===== src/rtl/apb_fsm_controller.sv =====
// AHB-to-APB bridge sequencer: one transfer at a time through SETUP/ENABLE, AHB wait states via Hreadyout.
// Reads take 1 wait state, writes 2 (extra cycle to capture data-phase Hwdata); back-to-back from ENABLE.
module apb_fsm_controller #(
    parameter int ADDR_W = 32,
    parameter int DATA_W = 32,
    parameter int SEL_W  = 3
) (
    input  logic              Hclk,
    input  logic              Hreset,
    input  logic              valid,
    input  logic [ADDR_W-1:0] Haddr,
    input  logic              Hwrite,
    input  logic [SEL_W-1:0]  tempselx,
    input  logic [DATA_W-1:0] Hwdata,
    input  logic [DATA_W-1:0] Prdata,
    output logic              Pwrite,
    output logic              Penable,
    output logic [SEL_W-1:0]  Pselx,
    output logic [ADDR_W-1:0] Paddr,
    output logic [DATA_W-1:0] Pwdata,
    output logic              Hreadyout,
    output logic [DATA_W-1:0] Hrdata
);

    typedef enum logic [2:0] {
        IDLE,
        WWAIT,
        READ,
        RENABLE,
        WRITE,
        WENABLE
    } state_t;

    state_t              state_q, state_d;
    logic [ADDR_W-1:0]   addr_q, addr_d;
    logic                wr_q, wr_d;
    logic [SEL_W-1:0]    sel_q, sel_d;
    logic [DATA_W-1:0]   wdata_q, wdata_d;
    logic                pwrite_q, pwrite_d;
    logic                penable_q, penable_d;
    logic [SEL_W-1:0]    pselx_q, pselx_d;
    logic [ADDR_W-1:0]   paddr_q, paddr_d;
    logic [DATA_W-1:0]   pwdata_q, pwdata_d;
    logic                accept;

    assign Hreadyout = (state_q == IDLE) || (state_q == RENABLE) || (state_q == WENABLE);
    assign accept    = valid && Hreadyout && (tempselx != '0);

    always_comb begin
        state_d   = state_q;
        addr_d    = addr_q;
        wr_d      = wr_q;
        sel_d     = sel_q;
        wdata_d   = wdata_q;
        pwrite_d  = pwrite_q;
        pwdata_d  = pwdata_q;
        paddr_d   = paddr_q;
        pselx_d   = '0;
        penable_d = 1'b0;

        if (accept) begin
            addr_d = Haddr;
            wr_d   = Hwrite;
            sel_d  = tempselx;
        end

        case (state_q)
            IDLE, RENABLE, WENABLE: begin
                if (accept) state_d = Hwrite ? WWAIT : READ;
                else        state_d = IDLE;
            end
            WWAIT: begin
                wdata_d = Hwdata;
                state_d = WRITE;
            end
            READ:    state_d = RENABLE;
            WRITE:   state_d = WENABLE;
            default: state_d = IDLE;
        endcase

        // APB outputs are registered: decode them from the state being entered.
        // The _d copies cover a SETUP entered on the same edge as the accept or data capture.
        case (state_d)
            READ, WRITE: begin
                pselx_d  = sel_d;
                paddr_d  = addr_d;
                pwrite_d = wr_d;
                if (state_d == WRITE) pwdata_d = wdata_d;
            end
            RENABLE, WENABLE: begin
                pselx_d   = sel_q;
                penable_d = 1'b1;
            end
            default: ;
        endcase
    end

    always_ff @(posedge Hclk) begin
        if (Hreset) begin
            state_q   <= IDLE;
            addr_q    <= '0;
            wr_q      <= 1'b0;
            sel_q     <= '0;
            wdata_q   <= '0;
            pwrite_q  <= 1'b0;
            penable_q <= 1'b0;
            pselx_q   <= '0;
            paddr_q   <= '0;
            pwdata_q  <= '0;
        end else begin
            state_q   <= state_d;
            addr_q    <= addr_d;
            wr_q      <= wr_d;
            sel_q     <= sel_d;
            wdata_q   <= wdata_d;
            pwrite_q  <= pwrite_d;
            penable_q <= penable_d;
            pselx_q   <= pselx_d;
            paddr_q   <= paddr_d;
            pwdata_q  <= pwdata_d;
        end
    end

    assign Pwrite  = pwrite_q;
    assign Penable = penable_q;
    assign Pselx   = pselx_q;
    assign Paddr   = paddr_q;
    assign Pwdata  = pwdata_q;
    assign Hrdata  = (state_q == RENABLE) ? Prdata : '0;

endmodule


===== config.mk =====
export PLATFORM = sky130hd
export DESIGN_NAME = apb_fsm_controller
export DESIGN_NICKNAME = d
export VERILOG_FILES = /design/src/rtl/apb_fsm_controller.sv
export SDC_FILE = /design/constraint.sdc
export NUM_CORES = 1
export LEC_CHECK = 0
export CAP_MARGIN = 20
export CORE_MARGIN = 2
export CORE_UTILIZATION = 41
export CTS_CLUSTER_SIZE = 14
export DETAILED_ROUTE_END_ITERATION = 7
export PLACE_DENSITY = 0.77
export SLEW_MARGIN = 15
export SYNTH_ARGS = -nofsm -noshare
export SYNTH_HDL_FRONTEND = slang
export SYNTH_SLANG_ARGS = --single-unit
export TNS_END_PERCENT = 30

===== constraint.sdc =====
create_clock -name Hclk -period 1.8 [get_ports Hclk]
set_clock_uncertainty 0.1 [all_clocks]
set_input_delay 0.36 -clock Hclk [delete_from_list [all_inputs] [get_ports Hclk]]
set_output_delay 0.36 -clock Hclk [all_outputs]
set_load 0.05 [all_outputs]

# Yosys cells after proc, flatten, opt, wreduce, memory -nomap -nowiden
# Index checks and enable logic that the tools add are counted.
# Widths: inputs -> output; s select.
# totals
regBits	140
input_bits	103
# classes
eq_ne	9
muxes	10
n_reduce_logical	10
# ops
cell	count
$mux 32	3
$eq 3x2->1 const B	4
$eq 3x3->1 const B	4
$pmux 3 s4	1
$pmux 3 s2	1
$mux 2	2
$reduce_or 2->1	2
$eq 3x1->1 const B	1
$logic_not 3->1	1
$mux 3	1
$reduce_bool 3->1	1
$reduce_or 3->1	1
$logic_and 1x1->1	2
$logic_or 1x1->1	2
$mux 1	2
$reduce_and 2->1	1

# Depth between registers and ports, before layout
# logic_depth
word_depth	10
mapped_depth	8

# Least setup slack after synthesis
# OpenSTA, ideal clock, no wires.
# synth_path
path_kind	register to output
from	reg state_q[1]
to	out Hrdata[10]
t_arrival_ps	1313
required_ps	1340
path_slack_ps	27
stages_incl_launch_ff	6
cell_sequence	dfxtp_1 > buf_4 > nand2_1 > nor2_1 > clkbuf_1 > and2_1
# synth_between
elab_chain_len	2
# synth_lines
item	line	text
from (decl)	34	state_t state_q, state_d;
from (signal assigned)	111	state_q <= state_d;
$eq 3x2->1	129	assign Hrdata = (state_q == RENABLE) ? Prdata : '0;
$mux 32	129	
to (decl)	22	output logic [DATA_W-1:0] Hrdata
# Every way passes these cells.

# Worst setup path in the final report
# layout_path
from	reg state_q[0]
to	out Hreadyout
# layout_between
elab_chain_len	3
word_cells_on_any_way	5
# layout_lines
item	line	text
$eq 3x2->1 or $logic_not 3->1 (tied branches)	46	assign Hreadyout = (state_q == IDLE) || (state_q == RENABLE) || (state_q == WENABLE);
$logic_or 1x1->1	46	
$logic_or 1x1->1 (*)	46	
to (decl)	21	output logic Hreadyout,
# Every way passes the cells marked *; elsewhere a longest branch is shown, timed or not.

==> impl_metrics.csv <==
group,metric,value,unit
logic_synthesis,yosys-top-cells-area,"dfxtp_1 (47%), a311oi_2 (8.8%), a21oi_1 (7.3%), nand2_1 (5.7%), a211oi_1 (5.2%)",
final_layout,n_fill_cell,837,
critical_path,startpoint_type,"flip-flop",
critical_path,crit_chain,"buf_4 > nand3b_1 > o21a_4 > inv_12 > buf_12",
final_layout,mostFrequentLayoutCells,"dfxtp_1 (105), clkdlybuf4s50_1 (99), buf_4 (99), a21oi_1 (68), nand2_1 (68)",
power,power,8.132,mW
cts,cts.sinks,108,
logic_synthesis,synth-edff-count,0,
final_layout,fin_area,7579,µm²
critical_path,cp.required,1.34,ns
cts,clkLatencyLatePin,0.34,ns
logic_synthesis,avgSynthCellArea,9.080,µm²
logic_synthesis,synth_area_leader_cell,"dfxtp_1",
cts,numCtsBuffers,9,
critical_path,r2r_setup_slack,-0.06,ns
final_layout,layout.cells.non_filler,855,
place,gp_congestion,0.7787,
place,post-place-ws,-0.3935,ns
timing,min_period_over_period,1.080,
power,p_leak,2.881,nW
timing,report.final.slew_viol_count,0,
logic_synthesis,ys_ff_latch,108,
final_layout,nets,812,
detailed_routing,routed_wl,14480,µm
power,p_clk_frac,0.253,
floorplan,placementRows,38,
floorplan,start_util,0.4235,
critical_path,path_delay_family,"buffers and inverters",
cts,htreeDepth,3,
detailed_routing,routedWlPerCell,16.94,µm
timing,max_freq,514.5,MHz
detailed_routing,vias,4702,
cts,hold_buffers,0,
critical_path,slowest_stage,"dfxtp_4",
logic_synthesis,synth_top_area_frac,0.4669,
logic_synthesis,synth_nets,613,
timing,whs,0.2907,ns
floorplan,die_y,110.3,µm
final_layout,drive_gt1_frac,0.3221,
cts,cts_tree,"done",
detailed_routing,ant_nets,0,
place,postPlaceCellArea,7042,µm²
power,p_comb_frac,0.392,
floorplan,die_area,12160,µm²
power,p_switching,3.077,mW
global_routing,grt_pass1_vias,4506,
global_routing,grt_start_max_net_pins,50,
timing,tns,-3.930,ns
power,cellPowerDensity,1073,nW/µm²
global_routing,grt_pass1_wl,22290,µm
critical_path,critPathMaxStageDelay,0.37,ns
run_status,outcome,"complete, but fails checks",
place,portBuffers,204,
timing,relSlewSlack,0.7002,
cts,root_buffer,"clkbuf_16",
logic_synthesis,synth-main-ff-cell,"dfxtp_1",
power,p_int,5.054,mW
run,cap_viol_max_count,0,
power,p_sw_frac,0.3784,
floorplan,core_area,10940,µm²
logic_synthesis,synth_cells,510,
place,hpwlAfterDp,10180,µm
logic_synthesis,async_reset_ff_frac,0,
global_routing,antenna_found_initial,1,
hold_path,hold_class,"input port to flip-flop",
timing,final_hold_viol_count,0,
power,ir_worst_vdd,0.5711,mV
final_layout,final_util,0.6930,
logic_synthesis,yosysSeqAreaShare,0.4669,
critical_path,crit_fanout,12,
timing,rsz0062_at_grt,"yes",
critical_path,crit_buf_inv,3,
cts,cts_buffer_depth,2,
critical_path,worstSetupPathType,"flip-flop to primary output",
detailed_routing,vias_per_cell,5.499,
critical_path,critPathCaptureType,"primary output",
global_routing,grtUsageTotal,0.2335,
timing,setup_viol,47,
timing,tightest_slew,0.4497,ns
timing,setup_slack,-0.1437,ns
place,dp.cells,833,
detailed_routing,drc_errors,0,
floorplan,die_w,110.3,µm
logic_synthesis,yosysWarnings,0,
logic_synthesis,post_synth_num_cell_types,36,
logic_synthesis,synth_area,4631,µm²
final_layout,layout_commonest_cell,"dfxtp_1",
floorplan,io-pin-count,205,
timing,period_needed,1.944,ns
run_status,violations,"negative setup slack",
cts,cts.clk_slew.worst_paths,0.08,ns
power,seqPwrFrac,0.355,
detailed_routing,drt_pass1_iterations,5,
detailed_routing,drt_iter0_markers,407,
global_routing,overflow,0,
critical_path,arrival,1.48,ns
final_layout,synthToLayoutAreaGrowth,63.66,%
==> per-layer routing <==
metal / wire length [µm] / GRT usage
met1: 5519 / 0.2906
met3: 1268 / 0.06114
met5: 0 / 0
met2: 7519 / 0.3948
met4: 176 / 0.07321
==> cell type report <==
class | instances | area, µm² | area share
Antenna cell | 1 | 2.502 | 0.0003302
Clock buffer | 10 | 239.0 | 0.03153
Clock inverter | 6 | 77.57 | 0.01024
Inverter | 4 | 27.53 | 0.003632
Multi-Input combinational cell | 341 | 2267 | 0.2992
Sequential cell | 108 | 2171 | 0.2864
Tap cell | 140 | 175.2 | 0.02311
Timing Repair Buffer | 244 | 2610 | 0.3444
Timing Repair inverter | 1 | 8.758 | 0.001156
==> power by group through the flow <==
stage / Combinational (mW) / Sequential (mW) / Clock, mW
after CTS: 3.09 / 2.87 / 2.08
after floorplan: 1.34 / 3.61 / 0
final: 3.19 / 2.89 / 2.06
after global routing: 3.38 / 2.92 / 2.19
after detailed placement: 3.03 / 2.92 / 0
after global placement: 2.97 / 2.90 / 0
==> synth_stat cells, types with 2 or more instances <==
library cell / n
clkbuf_1: 31
a311oi_2: 27
and2_1: 32
xnor2_1: 2
buf_1: 2
buf_4: 4
buf_2: 10
buf_6: 6
nor3_1: 2
o21ai_1: 2
nand3_1: 37
inv_1: 3
nand3b_1: 2
o31a_1: 2
nand2_1: 70
buf_8: 3
nor2_1: 5
a311oi_1: 5
a21oi_1: 68
o21ai_0: 35
o2111ai_1: 6
nand3_2: 2
nor2b_1: 3
dfxtp_1: 108
a211oi_1: 32
==> logic make-up after synthesis <==
kind of cell | share of synthesized area
buffers and inverters | 0.07538
adder cells (fa/ha/maj) | 0.002162
flip-flops | 0.4669
AO/OA/AOI/OAI | 0.2891
AND/OR/NAND/NOR | 0.1608
XOR/XNOR | 0.005675
==> worst register-to-register path, delay by kind of cell (launching register included) <==
family                 cells  cell delay, ns
AOI/OAI and AO/OA          3            0.78
buffers and inverters      2            0.42
DFF                        1            0.37
and+or+nand+nor            1            0.12
==> repair_timing <==
action | in CTS | in global routing
resized for setup | 22 | 26
cloned | 1 | 2
setup buffers | 0 | 2
pin swaps | 0 | 8
setup endpoints to repair | 53 | 67
==> state kept, by name (all words and copies together) (netlist names) <==
register  flops
addr_q       32
wr_q          1
Penable       1
Pwrite        1
Pwdata       32
Paddr        32
Pselx         3
sel_q         3
state_q       3
==> final timing paths <==
path                                start                 endpoint  depth (start not counted)
setup reg to reg    state_q[0]$_SDFF_PP0_   Paddr[18]$_SDFFE_PP0P_                          6
setup / recovery    state_q[0]$_SDFF_PP0_                Hreadyout                          5
hold / removal                     Hreset     addr_q[4]$_SDFF_PP0_                          2
hold reg to reg   Pwdata[13]$_SDFFE_PP0P_  Pwdata[13]$_SDFFE_PP0P_                          2
Power figures use the tool's default switching activity.
==> RTL change: new RTL, same flow settings <==
Reset style: asynchronous (`Hreset`), changed in one clocked block.
--- a/src/rtl/apb_fsm_controller.sv
+++ b/src/rtl/apb_fsm_controller.sv
@@ -95,7 +95,7 @@
         endcase
     end
 
-    always_ff @(posedge Hclk) begin
+    always_ff @(posedge Hclk or posedge Hreset) begin
         if (Hreset) begin
             state_q   <= IDLE;
             addr_q    <= '0;
Function: differs if Hreset is asserted again (counterexample within 4 cycles, from zero or initial values and one cycle with Hreset high); with Hreset held inactive, the same outputs for 10 cycles.
==> RTL change against the unedited design <==
- fmax shrank 7.3%
- final area grew 8.8%
- the run still ends with negative setup slack left
- critical endpoint is now Hrdata[2]
- non-clock buffer count grew 5
- wire length grew 2.9%
- hold slack gained 0.087 ns
- global-route usage shrank 1.2 points
- synthesized area grew 8.5%
- setup slack lost 0.15 ns
- core utilization shrank 0.34 points
- sequential cell count is the same
- synthesized cell count shrank 7.5%
- count of clock-buffer cells in the layout shrank 1
Power is not compared: it rests on default switching activity, and its combinational part moved more than twofold at a synthesized area within 25%.
==> RTL change: results (changes against the unedited design) <==
Drt
  • Vias/cell: 5.12 (was 5.50)
  • DR iter-0 viols: 235 (was 407)
  • Drt wl/cell: 17.6 µm (was 16.9 µm)
  • First-pass DRT Iterations: 4 (was 5)
  • Antenna-violating nets left: 0 (unchanged)

Clock network
  • Inserted Clock Buffers: 9 (unchanged)
  • Clock Pin Slew Worst Setup and Hold Paths: 0.08 ns (about the same)
  • Root Driver: clkbuf_16 (unchanged)
  • Post-CTS Hold Buffers: 0 (unchanged)
  • Number of H-tree levels: 3 (unchanged)
  • Worst skew pair latency: 0.35 ns
  • Clock Path Buffers: 2 (unchanged)

Placement
  • Post-placement setup slack: -0.564 ns (was -0.393 ns)
  • GPL Wtd Cong: 0.769 (was 0.779)
  • Placed instance area: 7610 µm² (was 7040 µm²)
  • I/O Buffers: 204 (unchanged)
  • Dpl hpwl: 10.5 mm (was 10.2 mm)

Setup path
  • Critical path fanouts, max: 8 (was 12)
  • Reg2reg setup slack: -0.15 ns (was -0.06 ns)
  • Crit path DAT: 1.64 ns (was 1.48 ns)

Global routing
  • GRT met1 Usage: 0.276 (was 0.291)
  • GR Util All Layers: 0.222 (was 0.233)
  • Antenna violations before repair: 0 (was 1)
  • First-pass GRT wire length: 22.8 mm (was 22.3 mm)
  • Largest net degree at the start of global routing: 77 (was 50)
  • M3 GR Usage: 0.0418 (was 0.0611)
  • Met2 GRT Util: 0.388 (was 0.395)
  • Number of global-route vias before repair: 4552 (was 4506)

Power
  • Internal: 8850 µW
  • Worst VDD drop: 1310 µV
  • LEAKAGE: 0.00363 µW

Logic synthesis
  • Most frequent cells after synthesis: nand2_1 (131), dfrtp_1 (108), nand3_1 (33), nor3_1 (33), and2_1 (32) (was dfxtp_1 (108), nand2_1 (70), a21oi_1 (68), nand3_1 (37), o21ai_0 (35))
  • Yosys warnings: 0 (unchanged)
  • Ys async rst share: 1.00 (was 0)
  • Netlist cell types: 35 (was 36)
  • Top post-synthesis cells by area: dfrtp_1 (54%), a31oi_4 (13%), nand2_1 (9.8%), and2_1 (4.0%), nand3_1 (3.3%) (was dfxtp_1 (47%), a311oi_2 (8.8%), a21oi_1 (7.3%), nand2_1 (5.7%), a211oi_1 (5.2%))
  • Sequential cell area fraction in the yosys report: 0.538 (was 0.467)
  • Syn nets: 575 (was 613)

Cells and area
  • # diodes: 0 (was 1)
  • Share of cells above drive strength 1: 0.387 (was 0.322)
  • Final #Nets: 799 (was 812)

Timing
  • Slew headroom: 0.691 (was 0.700)
  • Setup WS post-layout: -0.296 ns (was -0.144 ns)
  • # setup viols final: 72 (was 47)
  • Fin Setup TNS: -12.73 ns (was -3.93 ns)

Outcome
  • Outcome: complete, but fails checks (unchanged)
  • Failing checks: negative setup slack (unchanged)

Hold path
  • Hold WC Path Type: in2async (was in2reg)
## RTL change: through the flow
stage / std cells / total power (µW) / hold slack, ns / utilization
2_1_floorplan: 472 / 11500 / 0.354 / -
3_3_place_gp: 824 / 14700 / 0.358 / 0.636
3_5_place_dp: 824 / 15100 / 0.365 / 0.636
4_1_cts: 845 / 17300 / 0.384 / 0.677
5_1_grt: 848 / 18500 / 0.417 / 0.690
6_report: 848 / 17500 / 0.377 / 0.690
## RTL change: layout make-up
| type | count | area, µm² |
|---|---|---|
| fillers | 887 | 3710 |
| repair buffers | 249 | 2730 |
| flip-flops and latches | 108 | 2710 |
| multi-input cells | 324 | 2330 |
| clock buffers | 9 | 225 |
| well taps | 147 | 184 |
| clock inverters | 7 | 61.3 |
| inverters | 4 | 20.0 |
## RTL change: kinds of logic after synthesis
kind of cell	Yosys count	synth area share
multiplexers	3	0.00672
buffers and inverters	40	0.0441
flip-flops	108	0.538
XOR/XNOR	2	0.00349
AND/OR/NAND/NOR	239	0.214
adder cells (fa/ha/maj)	1	0.00199
AO/OA/AOI/OAI	79	0.192
## RTL change: power by group through the flow
stage	sequential, µW	clock [µW]	combinational (µW)
global placement	4250	0	10500
finish	4360	1890	11300
floorplan	6830	0	4720
detailed placement	4320	0	10700
global route	4490	2050	11900
CTS	4300	1930	11100
## RTL change: worst max-delay path: stages (launching register included)
cell and delay, ns:
dfrtp_2 0.44, nand2b_4 0.17, nor2_4 0.12, buf_6 0.13, clkbuf_16 0.15, and2_4 0.15, buf_12 0.13
## RTL change: routing by layer
metal  wire, µm  part of all wire
met1       6100              0.41
met2       7790              0.52
met3        670             0.045
met5          0                 0
met4        340             0.023
## RTL change: repair_timing
item / 4_1_cts / 5_1_grt
pin swaps: 3 / 32
setup buffers: 4 / 1
gates resized for setup: 76 / 28
cloned: 1 / 2
setup endpoints to repair: 103 / 101
## RTL change: final timing paths
kind / endpoint / cells after the start / startpoint
setup reg to reg: Paddr[9]$_DFFE_PP0P_ / 6 / state_q[2]$_DFF_PP0_
hold reg to reg: Pwdata[19]$_DFFE_PP0P_ / 2 / Pwdata[19]$_DFFE_PP0P_
max in group asynchronous: state_q[1]$_DFF_PP0_ / 3 / Hreset
hold / removal: Paddr[3]$_DFFE_PP0P_ / 3 / Hreset
min in group Hclk: Pwdata[19]$_DFFE_PP0P_ / 2 / Pwdata[19]$_DFFE_PP0P_
setup / recovery: Hrdata[2] / 6 / state_q[2]$_DFF_PP0_
